### config.mk
export PLATFORM = sky130hd
export DESIGN_NAME = leitor7seg
export DESIGN_NICKNAME = d
export VERILOG_FILES = /design/src/rtl/leitor7seg_pkg.sv /design/src/rtl/leitor7seg_seg2bcd.sv /design/src/rtl/leitor7seg.sv
export SDC_FILE = /design/constraint.sdc
export NUM_CORES = 1
export LEC_CHECK = 0
export BUFFER_PORTS_ARGS = -buffer_cell sky130_fd_sc_hd__buf_4
export CORE_UTILIZATION = 25
export CTS_CLUSTER_DIAMETER = 30
export CTS_CLUSTER_SIZE = 8
export DETAILED_ROUTE_END_ITERATION = 16
export MAX_ROUTING_LAYER = met4
export PLACE_DENSITY = 0.42
export SLEW_MARGIN = 20
export SYNTH_ARGS = -nofsm -noshare
export SYNTH_HDL_FRONTEND = slang
export SYNTH_SLANG_ARGS = --single-unit
### constraint.sdc
create_clock -name clock -period 3.75 [get_ports clock]
set_input_delay 0.375 -clock clock [delete_from_list [all_inputs] [get_ports clock]]
set_output_delay 0.375 -clock clock [all_outputs]
set_load 0.05 [all_outputs]
### src/rtl/leitor7seg_pkg.sv
// Shared constants for the 7-segment display bus reader: segment patterns,
// digit-enable codes, FSM encoding and the BCD-to-binary helper.
package leitor7seg_pkg;

  localparam logic [6:0] SEG_0      = 7'h40;
  localparam logic [6:0] SEG_1      = 7'h79;
  localparam logic [6:0] SEG_2      = 7'h24;
  localparam logic [6:0] SEG_3      = 7'h30;
  localparam logic [6:0] SEG_4      = 7'h19;
  localparam logic [6:0] SEG_5      = 7'h12;
  localparam logic [6:0] SEG_6      = 7'h02;
  localparam logic [6:0] SEG_7      = 7'h78;
  localparam logic [6:0] SEG_8      = 7'h00;
  localparam logic [6:0] SEG_9      = 7'h10;
  localparam logic [6:0] SEG_BRANCO = 7'h7F;

  localparam logic [3:0] EN_POS0 = 4'b1110;
  localparam logic [3:0] EN_POS1 = 4'b1101;
  localparam logic [3:0] EN_POS2 = 4'b1011;
  localparam logic [3:0] EN_POS3 = 4'b0111;

  typedef enum logic [2:0] {
    SINC     = 3'd0,
    C_DEZ    = 3'd1,
    C_CEN    = 3'd2,
    AVALIA   = 3'd3,
    C_BRANCO = 3'd4,
    C_UNI    = 3'd5
  } estado_t;

  // Three BCD digits to binary; 10 bits covers the worst case of 999.
  function automatic logic [9:0] calc_valor(input logic [3:0] cen,
                                            input logic [3:0] dez,
                                            input logic [3:0] uni);
    return ({6'd0, cen} * 10'd100) + ({6'd0, dez} * 10'd10) + {6'd0, uni};
  endfunction

endpackage

### src/rtl/leitor7seg_seg2bcd.sv
// Combinational decode of an active-low {g..a} segment pattern into BCD,
// flagging digits and the blank pattern; anything else is a non-digit.
module leitor7seg_seg2bcd
  import leitor7seg_pkg::*;
(
  input  logic [6:0] seg,
  output logic [3:0] bcd,
  output logic       eh_digito,
  output logic       eh_branco
);

  // Exact pattern match; letters and partial patterns fall to default
  always_comb begin
    bcd       = 4'd0;
    eh_digito = 1'b1;
    eh_branco = 1'b0;
    case (seg)
      SEG_0:      bcd = 4'd0;
      SEG_1:      bcd = 4'd1;
      SEG_2:      bcd = 4'd2;
      SEG_3:      bcd = 4'd3;
      SEG_4:      bcd = 4'd4;
      SEG_5:      bcd = 4'd5;
      SEG_6:      bcd = 4'd6;
      SEG_7:      bcd = 4'd7;
      SEG_8:      bcd = 4'd8;
      SEG_9:      bcd = 4'd9;
      SEG_BRANCO: begin
        eh_digito = 1'b0;
        eh_branco = 1'b1;
      end
      default:    eh_digito = 1'b0;
    endcase
  end

endmodule

### src/rtl/leitor7seg.sv
// Multiplexed 7-segment bus reader: filters and decodes the digit scan,
// reassembles the displayed 0..255 value and strobes each valid frame.
module leitor7seg
  import leitor7seg_pkg::*;
#(
  parameter int ESTAVEL = 1,
  parameter int TIMEOUT = 64,
  parameter int TW      = 7
) (
  input  logic        clock,
  input  logic        zera_s_n,
  input  logic [11:0] display,
  output logic [7:0]  numero,
  output logic [11:0] digitos,
  output logic        novo_valor,
  output logic        erro,
  output logic        sincronizado
);

  localparam int EW = $clog2(ESTAVEL + 2);

  logic [11:0]   display_r, anterior_r;
  logic [EW-1:0] est_cnt_r, est_prox_s;
  logic [TW-1:0] tmo_cnt_r;
  logic          en_valido_s, captura_s, falha_s, avanca_s;
  logic [1:0]    pos_s;
  logic [3:0]    bcd_s, uni_r, dez_r, cen_r;
  logic          eh_digito_s, eh_branco_s;
  logic [9:0]    soma_s;
  estado_t       estado_r;
  logic [7:0]    numero_r;
  logic [11:0]   digitos_r;
  logic          novo_valor_r, erro_r, sincronizado_r;

  leitor7seg_seg2bcd u_seg2bcd (
    .seg       (display_r[6:0]),
    .bcd       (bcd_s),
    .eh_digito (eh_digito_s),
    .eh_branco (eh_branco_s)
  );

  // Digit-enable decode; non one-hot codes are invalid
  always_comb begin
    en_valido_s = 1'b1;
    pos_s       = 2'd0;
    case (display_r[11:8])
      EN_POS0: pos_s = 2'd0;
      EN_POS1: pos_s = 2'd1;
      EN_POS2: pos_s = 2'd2;
      EN_POS3: pos_s = 2'd3;
      default: en_valido_s = 1'b0;
    endcase
  end

  // Run length of the current pair, saturating past ESTAVEL so it fires once
  always_comb begin
    if ((display_r == anterior_r) && (est_cnt_r != {EW{1'b0}})) begin
      if (est_cnt_r == EW'(ESTAVEL + 1)) begin
        est_prox_s = est_cnt_r;
      end else begin
        est_prox_s = est_cnt_r + 1'b1;
      end
    end else begin
      est_prox_s = EW'(1);
    end
    captura_s = en_valido_s && (est_prox_s == EW'(ESTAVEL));
    soma_s    = calc_valor(cen_r, dez_r, uni_r);
  end

  // Judge a capture against what the current state expects
  always_comb begin
    falha_s  = 1'b0;
    avanca_s = 1'b0;
    if (captura_s) begin
      case (estado_r)
        C_DEZ:    avanca_s = (pos_s == 2'd1) && eh_digito_s;
        C_CEN:    avanca_s = (pos_s == 2'd2) && eh_digito_s;
        C_UNI:    avanca_s = (pos_s == 2'd0) && eh_digito_s;
        C_BRANCO: avanca_s = ((pos_s == 2'd3) && eh_branco_s) ||
                             ((pos_s == 2'd0) && eh_digito_s);
        default:  avanca_s = 1'b0;
      endcase
      falha_s = !avanca_s && (estado_r != SINC) && (estado_r != AVALIA);
    end else begin
      falha_s  = 1'b0;
      avanca_s = 1'b0;
    end
  end

  // Input register and glitch-filter run counter
  always_ff @(posedge clock) begin
    if (!zera_s_n) begin
      display_r  <= 12'h000;
      anterior_r <= 12'h000;
      est_cnt_r  <= {EW{1'b0}};
    end else begin
      display_r  <= display;
      anterior_r <= display_r;
      est_cnt_r  <= en_valido_s ? est_prox_s : {EW{1'b0}};
    end
  end

  // Frame FSM, timeout counter and registered outputs
  always_ff @(posedge clock) begin
    if (!zera_s_n) begin
      estado_r       <= SINC;
      tmo_cnt_r      <= {TW{1'b0}};
      uni_r          <= 4'd0;
      dez_r          <= 4'd0;
      cen_r          <= 4'd0;
      numero_r       <= 8'd0;
      digitos_r      <= 12'h000;
      novo_valor_r   <= 1'b0;
      erro_r         <= 1'b0;
      sincronizado_r <= 1'b0;
    end else begin
      novo_valor_r <= 1'b0;
      erro_r       <= 1'b0;
      if (captura_s) begin
        tmo_cnt_r <= {TW{1'b0}};
      end else if (tmo_cnt_r != TW'(TIMEOUT)) begin
        tmo_cnt_r <= tmo_cnt_r + 1'b1;
      end
      if (falha_s) begin
        // Drop lock, then give the offending capture a chance to start a frame
        erro_r         <= 1'b1;
        sincronizado_r <= 1'b0;
        if ((pos_s == 2'd0) && eh_digito_s) begin
          uni_r    <= bcd_s;
          estado_r <= C_DEZ;
        end else begin
          estado_r <= SINC;
        end
      end else if (avanca_s) begin
        case (estado_r)
          C_DEZ: begin
            dez_r    <= bcd_s;
            estado_r <= C_CEN;
          end
          C_CEN: begin
            cen_r    <= bcd_s;
            estado_r <= AVALIA;
          end
          C_BRANCO: begin
            if (pos_s == 2'd3) begin
              estado_r <= C_UNI;
            end else begin
              uni_r    <= bcd_s;
              estado_r <= C_DEZ;
            end
          end
          default: begin
            uni_r    <= bcd_s;
            estado_r <= C_DEZ;
          end
        endcase
      end else begin
        case (estado_r)
          SINC: begin
            if (captura_s && (pos_s == 2'd0) && eh_digito_s) begin
              uni_r    <= bcd_s;
              estado_r <= C_DEZ;
            end
          end
          AVALIA: begin
            if (soma_s <= 10'd255) begin
              numero_r       <= soma_s[7:0];
              digitos_r      <= {cen_r, dez_r, uni_r};
              novo_valor_r   <= 1'b1;
              sincronizado_r <= 1'b1;
              estado_r       <= C_BRANCO;
            end else begin
              erro_r         <= 1'b1;
              sincronizado_r <= 1'b0;
              estado_r       <= SINC;
            end
          end
          default: begin
            if (tmo_cnt_r == TW'(TIMEOUT)) begin
              sincronizado_r <= 1'b0;
              estado_r       <= SINC;
            end
          end
        endcase
      end
    end
  end

  assign numero       = numero_r;
  assign digitos      = digitos_r;
  assign novo_valor   = novo_valor_r;
  assign erro         = erro_r;
  assign sincronizado = sincronizado_r;

endmodule

==> qor.csv <==
metric;value;unit
cts_buffers;9;
worst_slew_pin_slew;647;ps
antenna_found_initial;0;
synthTopCellsByArea;dfxtp_1 (37%), ha_1 (8.5%), mux2i_1 (7.0%);
worstPathCellList;ha_1 -> ha_1 -> fa_1 -> ha_1 -> ha_1 -> o21ai_0 -> o21bai_1 -> a211oi_1 -> and3_1 -> o31a_1 -> buf_12 -> mux2i_1;
setup_tns;0;ps
fmax;283;MHz
slowest_delay;440;ps
synthArstFlopShare;0;%
hpwl;6310;um
powerDensity;380;nW/um^2
grt_busiest_layer;met1;
synth-edff-count;0;
diodes;0;
clock_sinks;70;
grt_use_total;12.4;%
grt_pass1_wl;14900;um
vias;2885;
crit_slowest_cell;fa_1;
fin_crit_sh;94.3;%
syn-cell-area;3840;um^2
drt_iter0_markers;131;
cp-end-kind;flop;
clk_path_buf_depth;2;
synthDistinctLibCells;64;
fin_skew;10.3;ps
synth_compound_area_share;11.3;%
drive_gt1_share;16.7;%
syn_nets;452;
htree_levels;3;
avgSynthCellArea;9.43;um^2
drcViolationCount;0;
die-area;15800;um^2
hold_viol_final;0;
gr-usage-met2;16.9;%
clkLatencyLatePin;340;ps
met3_usage;2.68;%
vdd_drop_max;174;uV
layout.nets;483;
slew_headroom;56.9;%
cp_common_cell;ha_1;
die_w;126;um
start_util;26.0;%
synth.mux.area_fraction;7.04;%
ios;37;
place_congestion;0.774;
fin_util;31.1;%
rsz0062_at_grt;false;
viasPerCell;4.60;
yosysTopAreaCell;dfxtp_1;
rows;44;
ys_ff_latch;70;
synth_most_common_cell;dfxtp_1;
worstPathMaxFanout;7;
synth_top_family_by_area;simple AND/OR/NAND/NOR gates;
synth_simple_gate_area_share;22.5;%
cp_data_required_time;4020;ps
synthFlopType;dfxtp_1;
fill_cells;1563;
grt-ovfl-total;0;
min_path_type;input pin to flop;
routed_wl;8680;um
outcome;completed;
cts_tree;built;
cp.arrival;3810;ps
critPathKind;flop to flop;
synth-adder-area-share;11.1;%
die_h;126;um
synthCells;407;
setup_viol;0;
yosys.area.top_type_share;36.5;%
use_met1;17.1;%
synthXorXnorAreaFrac;6.55;%
period_minus_slack;3540;ps
port_buffers;36;
detail_route.wl_per_cell;13.8;um
root_buffer;clkbuf_16;
synthToLayoutAreaGrowth;19.7;%
antenna_left;0;
design_area;4590;um^2
place_area;4260;um^2
cts.clk_slew.worst_paths;60;ps
critPathLaunchType;flop;
synth_seq_area_share;36.5;%
synthTopCellsByCount;dfxtp_1 (70), nand2_1 (54), mux2i_1 (27);
dr.pass1.iters;6;
cap_violations;0;
ys_warn_count;0;
slew_violations;0;
core-area;14800;um^2
p_leak;2.02;nW
grt_max_degree;70;
grt_pass1_vias;2864;
## path summary, 6_finish.rpt
check	start	to	slack (ps)	cells past startpoint
setup / recovery	dez_r[3]	digitos[1]	210	12
hold / removal	display[3]	display_r[3]	240	2
setup reg to reg	dez_r[3]	digitos[1]	210	12
hold reg to reg	digitos[8]	digitos[8]	460	2
## kinds of logic after synthesis
family                     count (synthesis)
and+or+nand+nor                          157
DFF                                       70
AOI/OAI and AO/OA                         55
buffers and inverters                     40
adders and majority gates                 31
xor gates and xnor gates                  27
muxes                                     27
## sequential cells by signal, indices dropped and copies added (netlist names), 4 cells and up
| name | flops |
|---|---|
| uni_r | 4 |
| anterior_r | 12 |
| display_r | 12 |
| digitos | 11 |
| cen_r | 4 |
| tmo_cnt_r | 7 |
| dez_r | 4 |
| numero | 8 |
## routing by layer
layer / vias up / routed length, um
li1: 1478 / -
met1: 1352 / 4760
met2: 41 / 3480
met3: 14 / 251
met4: 0 / 181
met5: - / 0
## layout make-up
cell class / count / area [um^2] / share of cell area [%]
flip-flops and latches: 70 / 1400 / 30.5
well taps: 184 / 230 / 5.01
clock inverters: 3 / 42.5 / 0.926
clock buffers: 13 / 260 / 5.67
inverters: 19 / 71.3 / 1.55
repair buffers: 41 / 320 / 6.97
multi-input cells: 297 / 2270 / 49.4
## timing repair
action,4_1_cts,5_1_grt
buffers inserted,0,1
hold buffers,0,0
gates resized for setup,0,3
endpoints found under the setup margin,0,16
## critical path: cells and delay by family, from the launching register on
kind	cells	cell delay (ps)
compound gates	4	880
flops	1	390
buf+inv	1	160
simple gates	1	280
fa+ha+maj	5	1570
mux	1	190
## power breakdown
group / total (mW) / switching [mW] / internal, mW
clock network: 0.872 / 0.322 / 0.550
logic: 0.0892 / 0.0478 / 0.0413
registers: 0.784 / 0.0240 / 0.760
## cell usage in the layout, fill, tap and decap left out, types with 3 or more instances in the layout
cell type,instances
dfxtp_1,70
nand2_1,54
buf_4,40
mux2i_1,27
ha_1,25
and2_1,22
inv_1,19
xor2_1,18
nor2_1,18
a21oi_1,14
nand3_1,11
clkbuf_16,9
xnor2_1,8
o21ai_0,6
nand4_1,5
nor3_1,5
nor4_1,5
o211ai_1,5
fa_1,5
nor2b_1,4
a31oi_1,4
nand3b_1,3
a21o_1,3
nand2b_1,3
or3_1,3
nor4b_1,3
and3_1,3
## per-stage QoR
stage | total power, mW | instances | setup WS, ps | hold slack, ps
detailed placement | 0.891 | 610 | 168 | 452
CTS | 1.78 | 626 | 152 | 222
floorplan | 0.864 | 407 | 416 | 435
global placement | 0.889 | 610 | 372 | 451
finish | 1.74 | 627 | 212 | 236
global route | 1.82 | 627 | 0.790 | 231
Power figures use the tool's default switching activity.
